[config.mk]
export PLATFORM = sky130hd
export DESIGN_NAME = mul_arbiter
export DESIGN_NICKNAME = d
export VERILOG_FILES = /design/src/rtl/mul_arbiter_pkg.sv /design/src/rtl/mul_signed.sv /design/src/rtl/mul_arbiter.sv
export VERILOG_INCLUDE_DIRS = /design/src /design/src/rtl
export SDC_FILE = /design/constraint.sdc
export NUM_CORES = 1
export LEC_CHECK = 0
export CAP_MARGIN = 40
export CORE_ASPECT_RATIO = 1.2
export CORE_MARGIN = 2
export CORE_UTILIZATION = 51
export CTS_CLUSTER_DIAMETER = 60
export DETAILED_ROUTE_END_ITERATION = 16
export PLACE_DENSITY = 0.81
export SLEW_MARGIN = 20
export SYNTH_ARGS = -nofsm -noshare
export SYNTH_HDL_FRONTEND = slang
export SYNTH_SLANG_ARGS = --single-unit
export TNS_END_PERCENT = 5
[constraint.sdc]
create_clock -name clk -period 4.41 [get_ports clk]
set_input_delay 0.882 -clock clk [delete_from_list [all_inputs] [get_ports clk]]
set_output_delay 0.882 -clock clk [all_outputs]
set_load 0.05 [all_outputs]
[src/rtl/mul_ctrl_defs.vh]
// Controller state encodings for mul_arbiter, included inside the module body.
localparam logic [1:0] StIdle = 2'd0;
localparam logic [1:0] StCalc = 2'd1;
localparam logic [1:0] StDone = 2'd2;

[src/rtl/mul_arbiter_pkg.sv]
// Shared types and helpers for the two-port multiplier arbiter.
// Contents:
//   OpW / ProdW - operand and product widths
//   grant_t     - one-hot grant vector {g1, g0}
//   arb_pick    - grant selection for fair (round-robin) or fixed-priority modes
package mul_arbiter_pkg;

    localparam int unsigned OpW   = 8;
    localparam int unsigned ProdW = 16;

    typedef struct packed {
        logic g1;
        logic g0;
    } grant_t;

    // last = index of the port granted on the most recent transfer.
    // Port 1 only wins contention when fair mode is on and port 0 went last.
    function automatic grant_t arb_pick(input logic v0, input logic v1,
                                        input logic last, input logic fair);
        grant_t g;
        logic   prefer1;
        prefer1 = fair & ~last;
        g.g0    = v0 & ~(v1 & prefer1);
        g.g1    = v1 & ~(v0 & ~prefer1);
        return g;
    endfunction

endpackage

[src/rtl/mul_signed.sv]
// Combinational signed 8x8 -> 16 multiplier.
// Ports:
//   a, b - two's complement operands
//   z    - exact signed product
module mul_signed (
    input  logic signed [7:0]  a,
    input  logic signed [7:0]  b,
    output logic signed [15:0] z
);

    // Sign-extend both operands first so the 16-bit product is exact.
    assign z = 16'(a) * 16'(b);

endmodule

[src/rtl/mul_arbiter.sv]
// Two-port arbiter in front of a single shared signed multiplier.
// One request is accepted in IDLE, its product is registered in CALC, and the
// result is presented in DONE until the consumer takes it.
// Ports:
//   clk, clrn          - clock, asynchronous active-low reset
//   v0/a0/b0, r0       - port 0 request valid, operands, accepted
//   v1/a1/b1, r1       - port 1 request valid, operands, accepted
//   z_valid, z, z_id   - result valid, signed product, originating port
//   z_ready            - result consumer ready
module mul_arbiter
    import mul_arbiter_pkg::*;
#(
    parameter int unsigned FAIR = 1
) (
    input  logic             clk,
    input  logic             clrn,
    input  logic             v0,
    input  logic [OpW-1:0]   a0,
    input  logic [OpW-1:0]   b0,
    output logic             r0,
    input  logic             v1,
    input  logic [OpW-1:0]   a1,
    input  logic [OpW-1:0]   b1,
    output logic             r1,
    output logic             z_valid,
    output logic [ProdW-1:0] z,
    output logic             z_id,
    input  logic             z_ready
);

    `include "mul_ctrl_defs.vh"

    localparam logic FairEn = (FAIR != 0);

    logic [1:0]       state_q, state_d;
    logic [OpW-1:0]   a_q, a_d;
    logic [OpW-1:0]   b_q, b_d;
    logic             id_q, id_d;
    logic             last_q, last_d;
    logic [ProdW-1:0] z_q, z_d;
    logic             z_id_q, z_id_d;
    logic [ProdW-1:0] prod;
    grant_t           gnt;

    mul_signed u_mul (
        .a (a_q),
        .b (b_q),
        .z (prod)
    );

    // Grants exist only in IDLE; a grant always implies the matching valid.
    always_comb begin
        gnt = arb_pick(v0, v1, last_q, FairEn);
        if (state_q != StIdle) begin
            gnt = '0;
        end
    end

    assign r0      = gnt.g0;
    assign r1      = gnt.g1;
    assign z_valid = (state_q == StDone);
    assign z       = z_q;
    assign z_id    = z_id_q;

    always_comb begin
        state_d = state_q;
        a_d     = a_q;
        b_d     = b_q;
        id_d    = id_q;
        last_d  = last_q;
        z_d     = z_q;
        z_id_d  = z_id_q;
        case (state_q)
            StIdle: begin
                if (gnt.g0 | gnt.g1) begin
                    a_d     = gnt.g1 ? a1 : a0;
                    b_d     = gnt.g1 ? b1 : b0;
                    id_d    = gnt.g1;
                    last_d  = gnt.g1;
                    state_d = StCalc;
                end
            end
            StCalc: begin
                // z/z_id change only here so they hold outside DONE.
                z_d     = prod;
                z_id_d  = id_q;
                state_d = StDone;
            end
            StDone: begin
                if (z_ready) begin
                    state_d = StIdle;
                end
            end
            default: state_d = StIdle;
        endcase
    end

    always_ff @(posedge clk or negedge clrn) begin
        if (!clrn) begin
            state_q <= StIdle;
            a_q     <= '0;
            b_q     <= '0;
            id_q    <= 1'b0;
            last_q  <= 1'b1;  // port 0 wins the first contention
            z_q     <= '0;
            z_id_q  <= 1'b0;
        end else begin
            state_q <= state_d;
            a_q     <= a_d;
            b_q     <= b_d;
            id_q    <= id_d;
            last_q  <= last_d;
            z_q     <= z_d;
            z_id_q  <= z_id_d;
        end
    end

endmodule

==> results of run 1 <==
[timing repair]
action                                  4_1_cts  5_1_grt
endpoints found under the setup margin        0        5
setup buffers                                 0        8
hold buffers                                  0        0
gates resized for setup                       0       32
[final cells by class]
| class | count | area [sq um] |
|---|---|---|
| Fill cell | 579 | 2600 |
| Sequential cell | 37 | 930 |
| Multi-Input combinational cell | 305 | 2800 |
| Timing Repair Buffer | 84 | 812 |
| Clock buffer | 5 | 68.8 |
| Tap cell | 92 | 115 |
| Clock inverter | 3 | 25.0 |
| Inverter | 85 | 319 |
[cells by family (layout without fill, tap and decap cells)]
kind of cell             after synthesis  after routing  synth area share [%]
AND/OR/NAND/NOR                      148            148                  17.2
multiplexers                           7              7                  1.93
XOR/XNOR                              13             13                  2.83
AO/OA/AOI/OAI                         53             53                  9.01
flip-flops                            37             37                  23.0
buffers and inverters                 99            177                  9.66
adder cells (fa/ha/maj)               84             84                  36.3
[worst reg2reg max path, stage by stage (launching register included)]
cell and delay [ps]:
dfrtp_1 400, buf_6 150, nand2_1 90, fa_1 550
inv_1 60, fa_1 510, fa_1 540, inv_1 50
fa_1 510, inv_2 50, ha_4 270, o211ai_1 110
o21ai_2 250, o2111ai_2 150, a31oi_2 220, nor3_1 90
o31ai_2 210
[state kept, by name (all words and copies together), names as in the netlist]
| register | flops |
|---|---|
| b_q | 8 |
| id_q | 1 |
| state_q | 2 |
| last_q | 1 |
| a_q | 8 |
| z_id | 1 |
| z | 16 |
[stage by stage]
| stage | hold WS, ps | instance area (sq um) | setup WS, ps |
|---|---|---|---|
| 6_report | 471 | 5070 | 141 |
| 4_1_cts | 472 | 4860 | 39.3 |
| 2_1_floorplan | 443 | 4030 | 169 |
| 5_1_grt | 500 | 5070 | -48.9 |
| 3_5_place_dp | 458 | 4770 | 40.2 |
| 3_3_place_gp | 451 | 4770 | 193 |
[how the worst min path moves through the flow]
stage | startpoint | end | slack [ps] | cells past startpoint
floorplan | id_q | id_q | 440 | 2
global placement | last_q | last_q | 450 | 2
detailed placement | last_q | last_q | 460 | 2
CTS | last_q | last_q | 470 | 2
global route | last_q | last_q | 500 | 2
finish | last_q | last_q | 470 | 2
[Yosys cell counts (all sizes together) (2+ instances only)]
| master | instances | area share (%) |
|---|---|---|
| a31oi | 18 | 2.8 |
| ha | 29 | 9.0 |
| nand3 | 2 | 0.25 |
| nand2b | 9 | 1.4 |
| o21a | 4 | 0.75 |
| nand2 | 70 | 6.5 |
| xnor2 | 9 | 2.0 |
| nor2 | 24 | 2.2 |
| fa | 55 | 27 |
| xor2 | 4 | 0.87 |
| buf | 6 | 0.99 |
| mux2 | 6 | 1.7 |
| and2 | 38 | 5.9 |
| o31ai | 3 | 0.81 |
| o21ai | 15 | 2.0 |
| dfrtp | 36 | 22 |
| inv | 84 | 7.8 |
| a21o | 2 | 0.37 |
| nor3 | 3 | 0.37 |
| a21oi | 6 | 0.84 |
| clkbuf | 8 | 0.75 |
[routing by layer]
layer	wire length, um	vias to the layer above	global-route usage (%)	part of all wire [%]
met4	230	0	6.72	2.5
met2	5000	106	40.0	54
met3	409	22	3.91	4.4
li1	-	1511	-	-
met1	3710	1595	26.6	40
met5	0	-	0	0
==> flow_summary.yaml, run 1 <==
outcome:
  status: "completed"
sta:
  report.final.slew_viol_count: 0
  maxSlewHeadroom_pct: 65.2
  rsz0062_at_grt: "yes"
  clock_skew_ps: 8.86
  fin_setup_tns_ps: 0
  period_needed_ps: 4270
  clock.fmax_ghz: 0.234
  worst_pin_slew_ps: 521
  setup_viol: 0
  hold_viol: 0
  min_period_over_period_pct: 96.8
detailed_routing:
  drc: 0
  drt_iter0_drc: 139
  drt_wl_total_um: 9350
  via_per_inst: 5.29
  wl_per_cell_um: 15.3
  drtAntennaViolNets: 0
  vias: 3234
  first_pass_iters: 4
placement:
  hpwl_um: 7010
  port_buffers: 56
  dp_cells: 594
  gp_congestion: 0.905
synth:
  yosysWarnings: 0
  synth-seq-area-share_pct: 23.0
  synth_edf_count: 0
  netlist_area_sq_um: 4030
  ys_async_sr_fraction_pct: 100
  synth-seq-cells: 37
  syn-mean-instance-area_sq_um: 9.13
  ys_types: 37
  syn-num-nets: 562
  synthCells: 441
  ys_dominant_reg_cell: "dfrtp_1"
hold_path:
  hp-class: "reg2reg"
critical_path:
  r2r_start: "a_q[4]"
  slowest_delay_ps: 550
  cp.required_ps: 4630
  cp_common_cell: "fa_1"
  setup.worst_path.end: "z[15]"
  cp_max_fo: 8
  crit_family: "adder cells"
  path_depth: 16
  end_kind: "flip-flop"
  cp.arrival_ps: 4490
  cp-start-kind: "flip-flop"
  rrSetupSlack_ps: 140
  critPathLaunch: "a_q[4]"
  cp_slowest_cell: "fa_1"
  r2r_end: "z[15]"
  path_cells: "buf_6 -> nand2_1 -> fa_1 -> inv_1 -> fa_1 -> fa_1 -> inv_1 -> fa_1 -> inv_2 -> ha_4 -> o211ai_1 -> o21ai_2 -> o2111ai_2 -> a31oi_2 -> nor3_1 -> o31ai_2"
  worstSetupPathType: "reg2reg"
  critPathBufInv: 4
  r2r_cells: 16
layout:
  drive_gt1_share_pct: 14.5
  fin_util_pct: 66.1
  synthToLayoutAreaGrowth_pct: 25.8
  final_cell_mix: "79 x inv_1, 70 x nand2_1, 55 x clkdlybuf4s50_1"
  layout.cells.non_filler: 611
  antennaDiodeCount: 0
  layout_commonest_cell: "inv_1"
  nets: 639
cts:
  cts_tree: "done"
  cts.sinks: 37
  h-tree-depth: 2
  clockBufferDepth: 2
  clk-insertion-delay-late_ps: 310
  clk_pin_slew_ps: 90
  cts_buffers: 5
  cts-root-buf: "clkbuf_8"
global_routing:
  overflow: 0
  grt_max_degree: 38
  antenna_found_initial: 0
  grt_pass1_vias: 3434
  grt_pass1_wl_um: 15200
  grt_use_total_pct: 22.0
flow_run:
  maxCapViolCount: 0
floorplanning:
  chipWidth_um: 85.1
  die_h_um: 101
  initial_core_util_pct: 52.6
  core_sq_um: 7660
  rows: 35
  pin_count: 57
  die_area_sq_um: 8630
Power of run 1 is left out: the tool's default activity adds up to more than one toggle a clock period on the data nets, which glitch-free logic cannot reach.
==> run 2, diff against run 1 <==
--- a/config.mk
+++ b/config.mk
@@ -16,5 +16,6 @@
 export SLEW_MARGIN = 20
 export SYNTH_ARGS = -nofsm -noshare
 export SYNTH_HDL_FRONTEND = slang
+export SYNTH_HIERARCHICAL = 1
 export SYNTH_SLANG_ARGS = --single-unit
 export TNS_END_PERCENT = 5
==> run 2 against run 1 <==
  * Maximum frequency decreased by 2.1%
  * Count of clock-buffer cells in the layout did not move
  * Global-route usage up 0.80 points
  * Worst hold slack worse by 52 ps
  * Largest cell class unchanged
  * Clock skew down 5.5 ps
  * Critical path type unchanged
  * Sequential share of layout area is 1.2 points lower
  * Routed wire length increased by 6.9%
  * Non-clock buffer count up 4
  * Core utilization rose by 0.070 points
  * First-iteration DRC count rose by 24%
==> flow_summary.yaml, run 2 <==
sta:
  clock_skew_ps: 3.37
  fin_setup_tns_ps: 0
  report.final.slew_viol_count: 0
  period_needed_ps: 4360
  setup_viol: 0
  hold_viol: 0
  maxSlewHeadroom_pct: 55.8
  hold_ws_ps: 419
  rsz0062_at_grt: "yes"
  clock.fmax_ghz: 0.229
  min_period_over_period_pct: 98.9
  worst_pin_slew_ps: 662
synth:
  synth_area_leader_cell: "fa_1"
  syn-mean-instance-area_sq_um: 10.0
  netlist_area_sq_um: 4320
  ys_types: 47
  synthCells: 432
  synth_most_common_cell: "inv_1"
  ys_top_cells_by_count: "82 x inv_1, 55 x fa_1, 43 x and2_1"
  ys_async_sr_fraction_pct: 100
  syn-num-nets: 553
  synth_edf_count: 0
  yosysWarnings: 6
  synth-seq-area-share_pct: 21.5
  yosysTopAreaCellShare_pct: 25.5
  synth_area_leaders: "fa_1 25%, dfrtp_1 21%, ha_1 8.4%"
  ys_dominant_reg_cell: "dfrtp_1"
  synth-seq-cells: 37
layout:
  drive_gt1_share_pct: 17.3
  stdcell_area_sq_um: 5400
  nets: 635
  final_cell_mix: "77 x inv_1, 55 x clkdlybuf4s50_1, 54 x fa_1"
  fin_util_pct: 66.2
  synthToLayoutAreaGrowth_pct: 24.9
  layout_commonest_cell: "inv_1"
  fillers: 600
  largest_register_ffs: 16
  antennaDiodeCount: 0
cts:
  cts_tree: "done"
  clk_pin_slew_ps: 90
  cts_hold_buf: 0
  h-tree-depth: 2
  cts_buffers: 5
  cts.sinks: 37
  clockBufferDepth: 2
  cts-root-buf: "clkbuf_8"
  clk-insertion-delay-late_ps: 300
flow_run:
  maxCapViolCount: 0
detailed_routing:
  drt_wl_total_um: 9990
  wl_per_cell_um: 15.9
  via_per_inst: 5.36
  vias: 3374
  first_pass_iters: 4
  drtAntennaViolNets: 0
  drc: 0
  drt_iter0_drc: 173
floorplanning:
  initial_core_util_pct: 53.0
  chipWidth_um: 88.0
  pin_count: 57
  rows: 36
  die_h_um: 105
  die_area_sq_um: 9220
  core_sq_um: 8150
placement:
  place_area_sq_um: 5130
  port_buffers: 56
  hpwl_um: 7560
  gp_congestion: 0.820
global_routing:
  grt_max_degree: 31
  antenna_found_initial: 0
  grt_pass1_wl_um: 16400
  overflow: 0
  met3_usage_pct: 3.24
  grt_pass1_vias: 3651
  use_met1_pct: 26.3
  grt.busiest_layer: "met2"
  grt_use_total_pct: 22.8
  grt_use_met2_pct: 41.4
critical_path:
  cp.arrival_ps: 4550
  worstSetupPathType: "reg2reg"
  cp_max_fo: 4
  r2r_cells: 15
  cp.required_ps: 4600
  end_kind: "flip-flop"
  r2r_start: "a_q[3]"
  rrSetupSlack_ps: 50
  cp-start-kind: "flip-flop"
  r2r_end: "z[14]"
hold_path:
  hp-class: "in2async"
outcome:
  status: "completed"
## run 2: cell count changes after synthesis, moves of 3 or more
cell | before | now
nand2_1 | 70 | 15
a31oi_1 | 18 | 1
and3_1 | 0 | 16
nand3b_1 | 0 | 16
o2111ai_1 | 0 | 16
nor2_1 | 24 | 11
mux2_4 | 0 | 9
nor2b_1 | 0 | 8
nand2b_1 | 9 | 3
and2_1 | 38 | 43
clkbuf_1 | 8 | 3
o21ai_0 | 13 | 18
buf_4 | 0 | 3
mux2_2 | 6 | 9
## run 2: per-layer routing
layer / share of wire (%) / vias to the layer above
met5: 0 / -
met4: 3.1 / 0
met3: 3.1 / 30
met2: 54 / 82
met1: 40 / 1702
li1: - / 1560
## run 2: how the worst max path moves through the flow
stage | endpoint | start | cells after the start
after floorplan | z[15] | b_q[4] | 16
after global placement | z[15] | a_q[3] | 16
after detailed placement | z[15] | b_q[7] | 15
after CTS | z[14] | b_q[4] | 16
after global routing | z[10] | a_q[5] | 17
final | z[14] | a_q[3] | 15
## run 2: cell families after synthesis
group | Yosys count | share of synthesized area [%]
AO/OA/AOI/OAI | 57 | 9.07
XOR/XNOR | 14 | 2.84
adder cells (fa/ha/maj) | 84 | 33.9
buffers and inverters | 96 | 9.56
flip-flops | 37 | 21.5
multiplexers | 18 | 5.48
AND/OR/NAND/NOR | 126 | 17.7
## run 2: metrics by stage
step	setup WS [ps]	cells
global route	-110	629
detailed placement	-28.7	615
global placement	70.0	613
floorplan	65.7	432
finish	50.0	629
CTS	1.99	626
## run 2: repair_timing
action / in CTS / in global routing
buffers inserted: 3 / 4
pin swaps: 4 / 24
endpoints found under the hold margin: 0 / 0
setup endpoints to repair: 2 / 6
resized for setup: 1 / 26
## run 2: cell type report
cell class,instances,area (sq um),share of cell area (%)
sequential,37,927,17.2
clock buffer,5,68.8,1.28
tap,114,143,2.64
clock inverter,3,21.3,0.394
inverter,83,312,5.77
multi-input combinational,299,3110,57.6
timing repair buffer,88,816,15.1
## run 2: worst max-delay path, cell delays in order, from the launching register on
cell and delay [ps]:
dfrtp_1 410, buf_4 140, and2_1 170, fa_1 500, fa_1 520, fa_1 550
inv_1 50, fa_1 520, inv_1 60, ha_4 250, o21a_1 100, o31a_1 130
nor4b_4 300, o21ai_2 110, xor2_1 160, mux2_2 270
Power of run 2 is left out for the same reason.
==> run 3, diff against run 2 <==
--- a/config.mk
+++ b/config.mk
@@ -10,7 +10,6 @@
 export CORE_ASPECT_RATIO = 1.2
 export CORE_MARGIN = 2
 export CORE_UTILIZATION = 51
-export CTS_CLUSTER_DIAMETER = 60
 export DETAILED_ROUTE_END_ITERATION = 16
 export PLACE_DENSITY = 0.81
 export SLEW_MARGIN = 20
==> results of run 3 <==
No change in the layout: final DEF, timing and power equal those of run 2.
Power of run 3 is left out for the same reason.
